File: src/rtl/fml_ddr3_bist_if.sv
// FML bus bundle between an initiator and the DDR3 FML responder.
interface fml_if #(
    parameter int adr_width = 30
);
    logic [adr_width-1:0] fml_adr;
    logic                 fml_stb;
    logic                 fml_we;
    logic                 fml_ack;
    logic [7:0]           fml_sel;
    logic [63:0]          fml_do;
    logic [63:0]          fml_di;

    modport master (
        output fml_adr, fml_stb, fml_we, fml_sel, fml_do,
        input  fml_ack, fml_di
    );

    modport slave (
        input  fml_adr, fml_stb, fml_we, fml_sel, fml_do,
        output fml_ack, fml_di
    );
endinterface

File: src/rtl/fml_ddr3_bist.sv
// FML memory self-test master: writes an address-derived pattern in
// 4-beat bursts over a region, reads it back and counts mismatches.
module fml_ddr3_bist #(
    parameter int adr_width = 30,
    parameter int cnt_width = 20,
    parameter int timeout   = 1024
) (
    input  logic                 sys_clk,
    input  logic                 sys_rst,
    input  logic                 start,
    input  logic [adr_width-1:0] base_adr,
    input  logic [cnt_width-1:0] nbursts,
    input  logic [31:0]          seed,
    output logic                 busy,
    output logic                 done,
    output logic                 pass,
    output logic                 timeout_err,
    output logic [15:0]          err_count,
    output logic [adr_width-1:0] first_err_adr,
    fml_if.master                fml
);
    localparam int TW = $clog2(timeout + 1);

    typedef enum logic [2:0] {
        IDLE, WR_REQ, WR_DATA, RD_REQ, RD_DATA, DONE
    } state_t;

    state_t               state_q, state_d;
    logic [adr_width-1:0] base_q, base_d;
    logic [adr_width-1:0] adr_q, adr_d;
    logic [adr_width-1:0] ferr_q, ferr_d;
    logic [cnt_width-1:0] nb_q, nb_d;
    logic [cnt_width-1:0] cnt_q, cnt_d;
    logic [31:0]          seed_q, seed_d;
    logic [1:0]           beat_q, beat_d;
    logic [TW-1:0]        tmo_q, tmo_d;
    logic [15:0]          err_q, err_d;
    logic                 terr_q, terr_d;

    logic [adr_width-1:0] beat_adr;
    logic [31:0]          x;
    logic [63:0]          exp_w;
    logic                 wr_st, req, last_burst, tmo_hit;

    // Expected word for the beat currently on the bus
    assign beat_adr   = adr_q + adr_width'({beat_q, 3'b000});
    assign x          = 32'(beat_adr) ^ seed_q;
    assign exp_w      = {x, ~x};
    assign wr_st      = (state_q == WR_REQ) || (state_q == WR_DATA);
    assign req        = (state_q == WR_REQ) || (state_q == RD_REQ);
    assign last_burst = (cnt_q == nb_q - 1'b1);
    assign tmo_hit    = req && !fml.fml_ack && (tmo_q == TW'(timeout - 1));

    assign fml.fml_adr = adr_q;
    assign fml.fml_stb = req;
    assign fml.fml_we  = wr_st;
    assign fml.fml_sel = wr_st ? 8'hFF : 8'h00;
    assign fml.fml_do  = wr_st ? exp_w : 64'h0;

    assign busy          = (state_q != IDLE) && (state_q != DONE);
    assign done          = (state_q == DONE);
    assign pass          = done && (err_q == 16'h0) && !terr_q;
    assign timeout_err   = terr_q;
    assign err_count     = err_q;
    assign first_err_adr = ferr_q;

    always_comb begin
        state_d = state_q;
        base_d  = base_q;
        adr_d   = adr_q;
        ferr_d  = ferr_q;
        nb_d    = nb_q;
        cnt_d   = cnt_q;
        seed_d  = seed_q;
        beat_d  = beat_q;
        tmo_d   = tmo_q;
        err_d   = err_q;
        terr_d  = terr_q;
        unique case (state_q)
            IDLE, DONE: begin
                if (start) begin
                    base_d  = {base_adr[adr_width-1:5], 5'b0};
                    adr_d   = {base_adr[adr_width-1:5], 5'b0};
                    nb_d    = nbursts;
                    seed_d  = seed;
                    cnt_d   = '0;
                    beat_d  = '0;
                    tmo_d   = '0;
                    err_d   = '0;
                    terr_d  = 1'b0;
                    ferr_d  = '0;
                    state_d = (nbursts == '0) ? DONE : WR_REQ;
                end
            end
            WR_REQ, RD_REQ: begin
                if (fml.fml_ack) begin
                    tmo_d   = '0;
                    beat_d  = (state_q == WR_REQ) ? 2'd1 : 2'd0;
                    state_d = (state_q == WR_REQ) ? WR_DATA : RD_DATA;
                end else if (tmo_hit) begin
                    terr_d  = 1'b1;
                    state_d = DONE;
                end else begin
                    tmo_d = tmo_q + 1'b1;
                end
            end
            WR_DATA: begin
                beat_d = beat_q + 1'b1;
                if (beat_q == 2'd3) begin
                    if (last_burst) begin
                        adr_d   = base_q;
                        cnt_d   = '0;
                        state_d = RD_REQ;
                    end else begin
                        adr_d   = adr_q + adr_width'(32);
                        cnt_d   = cnt_q + 1'b1;
                        state_d = WR_REQ;
                    end
                end
            end
            RD_DATA: begin
                beat_d = beat_q + 1'b1;
                if (fml.fml_di != exp_w) begin
                    if (err_q != 16'hFFFF) err_d = err_q + 1'b1;
                    if (err_q == 16'h0) ferr_d = beat_adr;
                end
                if (beat_q == 2'd3) begin
                    adr_d   = adr_q + adr_width'(32);
                    cnt_d   = cnt_q + 1'b1;
                    state_d = last_burst ? DONE : RD_REQ;
                end
            end
            default: state_d = IDLE;
        endcase
    end

    always_ff @(posedge sys_clk or posedge sys_rst) begin
        if (sys_rst) begin
            state_q <= IDLE;
            base_q  <= '0;
            adr_q   <= '0;
            ferr_q  <= '0;
            nb_q    <= '0;
            cnt_q   <= '0;
            seed_q  <= '0;
            beat_q  <= '0;
            tmo_q   <= '0;
            err_q   <= '0;
            terr_q  <= 1'b0;
        end else begin
            state_q <= state_d;
            base_q  <= base_d;
            adr_q   <= adr_d;
            ferr_q  <= ferr_d;
            nb_q    <= nb_d;
            cnt_q   <= cnt_d;
            seed_q  <= seed_d;
            beat_q  <= beat_d;
            tmo_q   <= tmo_d;
            err_q   <= err_d;
            terr_q  <= terr_d;
        end
    end
endmodule

File: src/flat_wrapper.sv
// flat-port wrapper written by rule: the top's interface ports become plain ports
module fml_ddr3_bist_flat 
#(
    parameter int adr_width = 30,
    parameter int cnt_width = 20,
    parameter int timeout   = 1024
)
  (sys_clk, sys_rst, start, base_adr, nbursts, seed, busy, done, pass, timeout_err, err_count, first_err_adr, fml_fml_adr, fml_fml_stb, fml_fml_we, fml_fml_sel, fml_fml_do, fml_fml_ack, fml_fml_di);
  fml_if #(.adr_width(adr_width)) fml_i ();
  input  logic sys_clk;
  input  logic sys_rst;
  input  logic start;
  input  logic [adr_width-1:0] base_adr;
  input  logic [cnt_width-1:0] nbursts;
  input  logic [31:0] seed;
  output logic busy;
  output logic done;
  output logic pass;
  output logic timeout_err;
  output logic [15:0] err_count;
  output logic [adr_width-1:0] first_err_adr;
  output wire logic [$bits(fml_i.fml_adr)-1:0] fml_fml_adr;
  output wire logic [$bits(fml_i.fml_stb)-1:0] fml_fml_stb;
  output wire logic [$bits(fml_i.fml_we)-1:0] fml_fml_we;
  output wire logic [$bits(fml_i.fml_sel)-1:0] fml_fml_sel;
  output wire logic [$bits(fml_i.fml_do)-1:0] fml_fml_do;
  input wire logic [$bits(fml_i.fml_ack)-1:0] fml_fml_ack;
  input wire logic [$bits(fml_i.fml_di)-1:0] fml_fml_di;
  assign fml_fml_adr = fml_i.fml_adr;
  assign fml_fml_stb = fml_i.fml_stb;
  assign fml_fml_we = fml_i.fml_we;
  assign fml_fml_sel = fml_i.fml_sel;
  assign fml_fml_do = fml_i.fml_do;
  assign fml_i.fml_ack = fml_fml_ack;
  assign fml_i.fml_di = fml_fml_di;
  fml_ddr3_bist #(.adr_width(adr_width), .cnt_width(cnt_width), .timeout(timeout)) u_core (.sys_clk(sys_clk), .sys_rst(sys_rst), .start(start), .base_adr(base_adr), .nbursts(nbursts), .seed(seed), .busy(busy), .done(done), .pass(pass), .timeout_err(timeout_err), .err_count(err_count), .first_err_adr(first_err_adr), .fml(fml_i));
endmodule
File: config.mk
export PLATFORM = sky130hd
export DESIGN_NAME = fml_ddr3_bist_flat
export DESIGN_NICKNAME = d
export VERILOG_FILES = /design/src/rtl/fml_ddr3_bist_if.sv /design/src/rtl/fml_ddr3_bist.sv /design/src/flat_wrapper.sv
export SDC_FILE = /design/constraint.sdc
export NUM_CORES = 1
export LEC_CHECK = 0
export ABC_AREA = 1
export CAP_MARGIN = 10
export CORE_AREA = 2 2 192 213
export DETAILED_ROUTE_END_ITERATION = 8
export DIE_AREA = 0 0 194 215
export GPL_ROUTABILITY_DRIVEN = 0
export PLACE_DENSITY_LB_ADDON = 0.2
export SYNTH_ARGS = -nofsm -noshare
export SYNTH_HDL_FRONTEND = slang
export SYNTH_SLANG_ARGS = --single-unit
export TNS_END_PERCENT = 100
File: constraint.sdc
create_clock -name sys_clk -period 7.15 [get_ports sys_clk]
set_clock_uncertainty 0.05 [all_clocks]
set_input_delay 1.43 -clock sys_clk [delete_from_list [all_inputs] [get_ports sys_clk]]
set_output_delay 1.43 -clock sys_clk [all_outputs]
set_load 0.01 [all_outputs]
==> results_dict.tcl <==
set metrics [dict create \
    final-max-slew-violation-count 0 \
    synth-edff-count 0 \
    setup.worst_path.end_class "primary output" \
    cts.hold.buffers_added 0 \
    hold_viol_final 0 \
    worstPathCellList "inv_1, nand3_1, nand2_1, inv_2, buf_4, a21oi_1, clkdlybuf4s50_1" \
    internal_power_mw 3.510 \
    combinational_family_with_the_most_area_after_synthesis "simple AND/OR/NAND/NOR gates" \
    cts-buffers-inserted 17 \
    port_buffer_count 290 \
    grt_antenna_before_repair 2 \
    post_route_cells_drive_above_1_share_pct 6.514 \
    nNetsFinal 2155 \
    hpwlAfterDp_mm 33.24 \
    post_drt_via_cell_ratio 4.749 \
    vias 11991 \
    ys_dominant_reg_cell "sky130_fd_sc_hd__dfrtp_1" \
    synth.avg_cell_area_sq_um 6.937 \
    ys_seq_elements 182 \
    fp-row-count 77 \
    timing.critical_path.required_ps 5670 \
    worst_ep_arrival_time_ps 3220 \
    min-delay-path-class "flop to flop" \
    seq_area_frac_synth_pct 37.67 \
    crit_slowest_cell "sky130_fd_sc_hd__clkdlybuf4s50_1" \
    critical_path.startpoint_type "flop" \
    ys.warnings.count 0 \
    cts.clk_slew.worst_paths_ps 70 \
    finalCriticalPeriod_ps 4699 \
    timing.final.setup_violations 0 \
    final_antenna_net_count 0 \
    yosys-mux-area-fraction_pct 0 \
    crit_path_max_incr_delay_ps 530 \
    highest_net_fanout_along_the_worst_path 40 \
    via_count_of_the_first_global_routing_pass 11443 \
    crit_type "flop to primary output" \
    clock_power_share_pct 14.6 \
    drt_iter0_markers 747 \
    period_share_pct 65.72 \
    cts_num_sinks 182 \
    core-area_sq_um 39690 \
    cts_repair_resize_count 0 \
    worst_slew_pin_slew_ps 935.3 \
    drt-pass1-iter-count 5 \
    grt_pass1_wl_mm 66.70 \
    die_w_microns 194 \
    seq_power_share_pct 26.7 \
    rsz0062_at_grt "no" \
    status "complete, no violations" \
    grt_max_degree 93 \
    achievable-frequency_ghz 0.2128 \
    postSynthCellCount 1743 \
    simple_logic_cell_fraction_of_the_synthesized_area_pct 33.33 \
    power_leakage_nw 7.476 \
    power_density_nw_per_um2 424.8 \
    maxCapViolCount 0 \
    cts_setup_buffers 0 \
    p_sw_share_pct 48.30 \
    hold_ws_ps 417.2 \
    report.power.total_mw 6.790 \
    combinationalPowerShare_pct 58.8 \
    avgRoutedWirePerCell_microns 16.94 \
    cts-root-to-sink-buffers 2 \
    compound_gate_fraction_of_synth_area_pct 10.34 \
    die_height_microns 215 \
    finalWirelength_mm 42.78 \
    clock_tree.root_cell "sky130_fd_sc_hd__clkbuf_16" \
    final_core_utilization_pct 40.27 \
    tns_ps 0 \
    async_reset_ff_share_pct 100.0 \
    worstSkewPairLatency_ps 450 \
    tritoncts_clock_tree "yes" \
    synthToLayoutAreaGrowth_pct 32.21 \
    global_route.usage.total_pct 20.45 \
    max-slew-margin-rel_pct 37.47 \
    post_synth_fa_ha_maj_area_fraction_pct 0.7244 \
    vdd_drop_max_mv 0.2084 \
    floorplan.initialDensity_pct 30.46 \
    netSwitchingPower_mw 3.280 \
    netlist_area_sq_um 12090 \
    global_route.overflow_total 0 \
    post_synth_xor_area_fraction_pct 7.244 \
    synth.distinct_cells 48 \
    number_of_i_o_pins 304 \
    htree_num_levels 4 \
    detail_route.drc_violations 0 \
    total_die_area_sq_um 41710 \
]
[registers in the layout, summed over array words and instances (netlist names), 2 cells and up]
| name | count |
|---|---|
| u_core.base_q | 25 |
| u_core.cnt_q | 20 |
| u_core.seed_q | 32 |
| u_core.beat_q | 2 |
| u_core.fml.fml_adr | 25 |
| u_core.err_count | 16 |
| u_core.nb_q | 20 |
| u_core.state_q | 3 |
| u_core.first_err_adr | 27 |
| u_core.tmo_q | 11 |
[Yosys cell counts (14+ instances only)]
| library cell | instances | area (sq um) |
|---|---|---|
| sky130_fd_sc_hd__a21oi_1 | 39 | 195.2 |
| sky130_fd_sc_hd__a21oi_2 | 19 | 166.4 |
| sky130_fd_sc_hd__buf_4 | 17 | 127.6 |
| sky130_fd_sc_hd__clkbuf_1 | 36 | 135.1 |
| sky130_fd_sc_hd__dfrtp_1 | 182 | 4554 |
| sky130_fd_sc_hd__inv_1 | 231 | 867.1 |
| sky130_fd_sc_hd__nand2_1 | 522 | 1959 |
| sky130_fd_sc_hd__nand3_1 | 99 | 495.5 |
| sky130_fd_sc_hd__nand4_1 | 37 | 231.5 |
| sky130_fd_sc_hd__nor2_1 | 144 | 540.5 |
| sky130_fd_sc_hd__nor3_1 | 28 | 140.1 |
| sky130_fd_sc_hd__nor4_1 | 14 | 87.58 |
| sky130_fd_sc_hd__o21ai_0 | 139 | 695.7 |
| sky130_fd_sc_hd__o22ai_1 | 14 | 87.58 |
| sky130_fd_sc_hd__or2_2 | 17 | 106.4 |
| sky130_fd_sc_hd__xnor2_1 | 42 | 367.9 |
| sky130_fd_sc_hd__xor2_1 | 58 | 508.0 |
[critical path: cells and delay by family (launching register included)]
family                 cells  cell delay [ps]
flip-flops                 1              460
AND/OR/NAND/NOR            2              530
AO/OA/AOI/OAI              1               90
buffers and inverters      4             1610
[metrics by stage]
stage | setup slack (ps) | std cells | instance area (sq um)
after floorplan | 726.3 | 1750 | 12120
after global placement | 2634 | 2492 | 15380
final | 2451 | 2525 | 15980
after global routing | 2183 | 2525 | 15980
after CTS | 2366 | 2524 | 15980
after detailed placement | 2642 | 2492 | 15380
[logic make-up (layout without fill, tap and decap cells)]
group / after synthesis / count (layout)
compound gates: 225 / 225
simple gates: 912 / 912
fa+ha+maj: 7 / 7
buf+inv: 316 / 577
flops: 182 / 182
other cells: 1 / 9
xor+xnor: 100 / 100
[layout make-up]
| cell class | instances | area, sq um |
|---|---|---|
| clock buffer | 21 | 480.5 |
| antenna | 1 | 2.502 |
| inverter | 246 | 930.9 |
| sequential | 182 | 4554 |
| tap | 513 | 641.9 |
| fill | 4172 | 23710 |
| clock inverter | 11 | 122.6 |
| timing repair buffer | 299 | 2970 |
| multi-input combinational | 1252 | 6281 |
[path summary, 6_finish.rpt]
kind / from / end / slack [ps] / cells after the start
max reg2reg: u_core.state_q[0] / u_core.cnt_q[10] / 3220 / 16
min in group asynchronous: sys_rst / u_core.nb_q[11] / 1420 / 2
min: u_core.base_q[25] / u_core.base_q[25] / 420 / 2
min reg2reg: u_core.base_q[25] / u_core.base_q[25] / 420 / 2
max: u_core.state_q[2] / fml_fml_do[14] / 2450 / 7
max in group asynchronous: sys_rst / u_core.seed_q[27] / 4420 / 3
[layout by cell type (no fill, tap or decap), types with 8 or more instances in the layout]
master and instances:
sky130_fd_sc_hd__nand2_1 522, sky130_fd_sc_hd__clkdlybuf4s50_1 290, sky130_fd_sc_hd__inv_1 230, sky130_fd_sc_hd__dfrtp_1 182, sky130_fd_sc_hd__nor2_1 143, sky130_fd_sc_hd__o21ai_0 139
sky130_fd_sc_hd__nand3_1 99, sky130_fd_sc_hd__xor2_1 58, sky130_fd_sc_hd__xnor2_1 42, sky130_fd_sc_hd__a21oi_1 39, sky130_fd_sc_hd__nand4_1 37, sky130_fd_sc_hd__nor3_1 28
sky130_fd_sc_hd__a21oi_2 19, sky130_fd_sc_hd__or2_2 17, sky130_fd_sc_hd__clkbuf_16 17, sky130_fd_sc_hd__o22ai_1 14, sky130_fd_sc_hd__nor4_1 14, sky130_fd_sc_hd__inv_2 13
sky130_fd_sc_hd__nand2_2 9, sky130_fd_sc_hd__nand3_2 9, sky130_fd_sc_hd__buf_4 9, sky130_fd_sc_hd__nor2_2 8, sky130_fd_sc_hd__conb_1 8
[power groups by stage]
stage	Combinational, mW	Sequential, mW	Clock, mW
6_report	3.99	1.81	0.989
5_1_grt	4.43	1.86	1.05
3_3_place_gp	3.96	1.82	0
2_1_floorplan	2.41	1.73	0
4_1_cts	4.02	1.81	1.01
3_5_place_dp	4.00	1.83	0
[metal layers]
layer / up-vias / track usage (%) / routed length, microns
met5: - / 0 / 12
met4: 2 / 5.303 / 566
met3: 35 / 3.374 / 2415
met2: 376 / 34.69 / 20520
met1: 5593 / 27.02 / 19260
li1: 5985 / - / -
(Power assumes the default switching activity.)
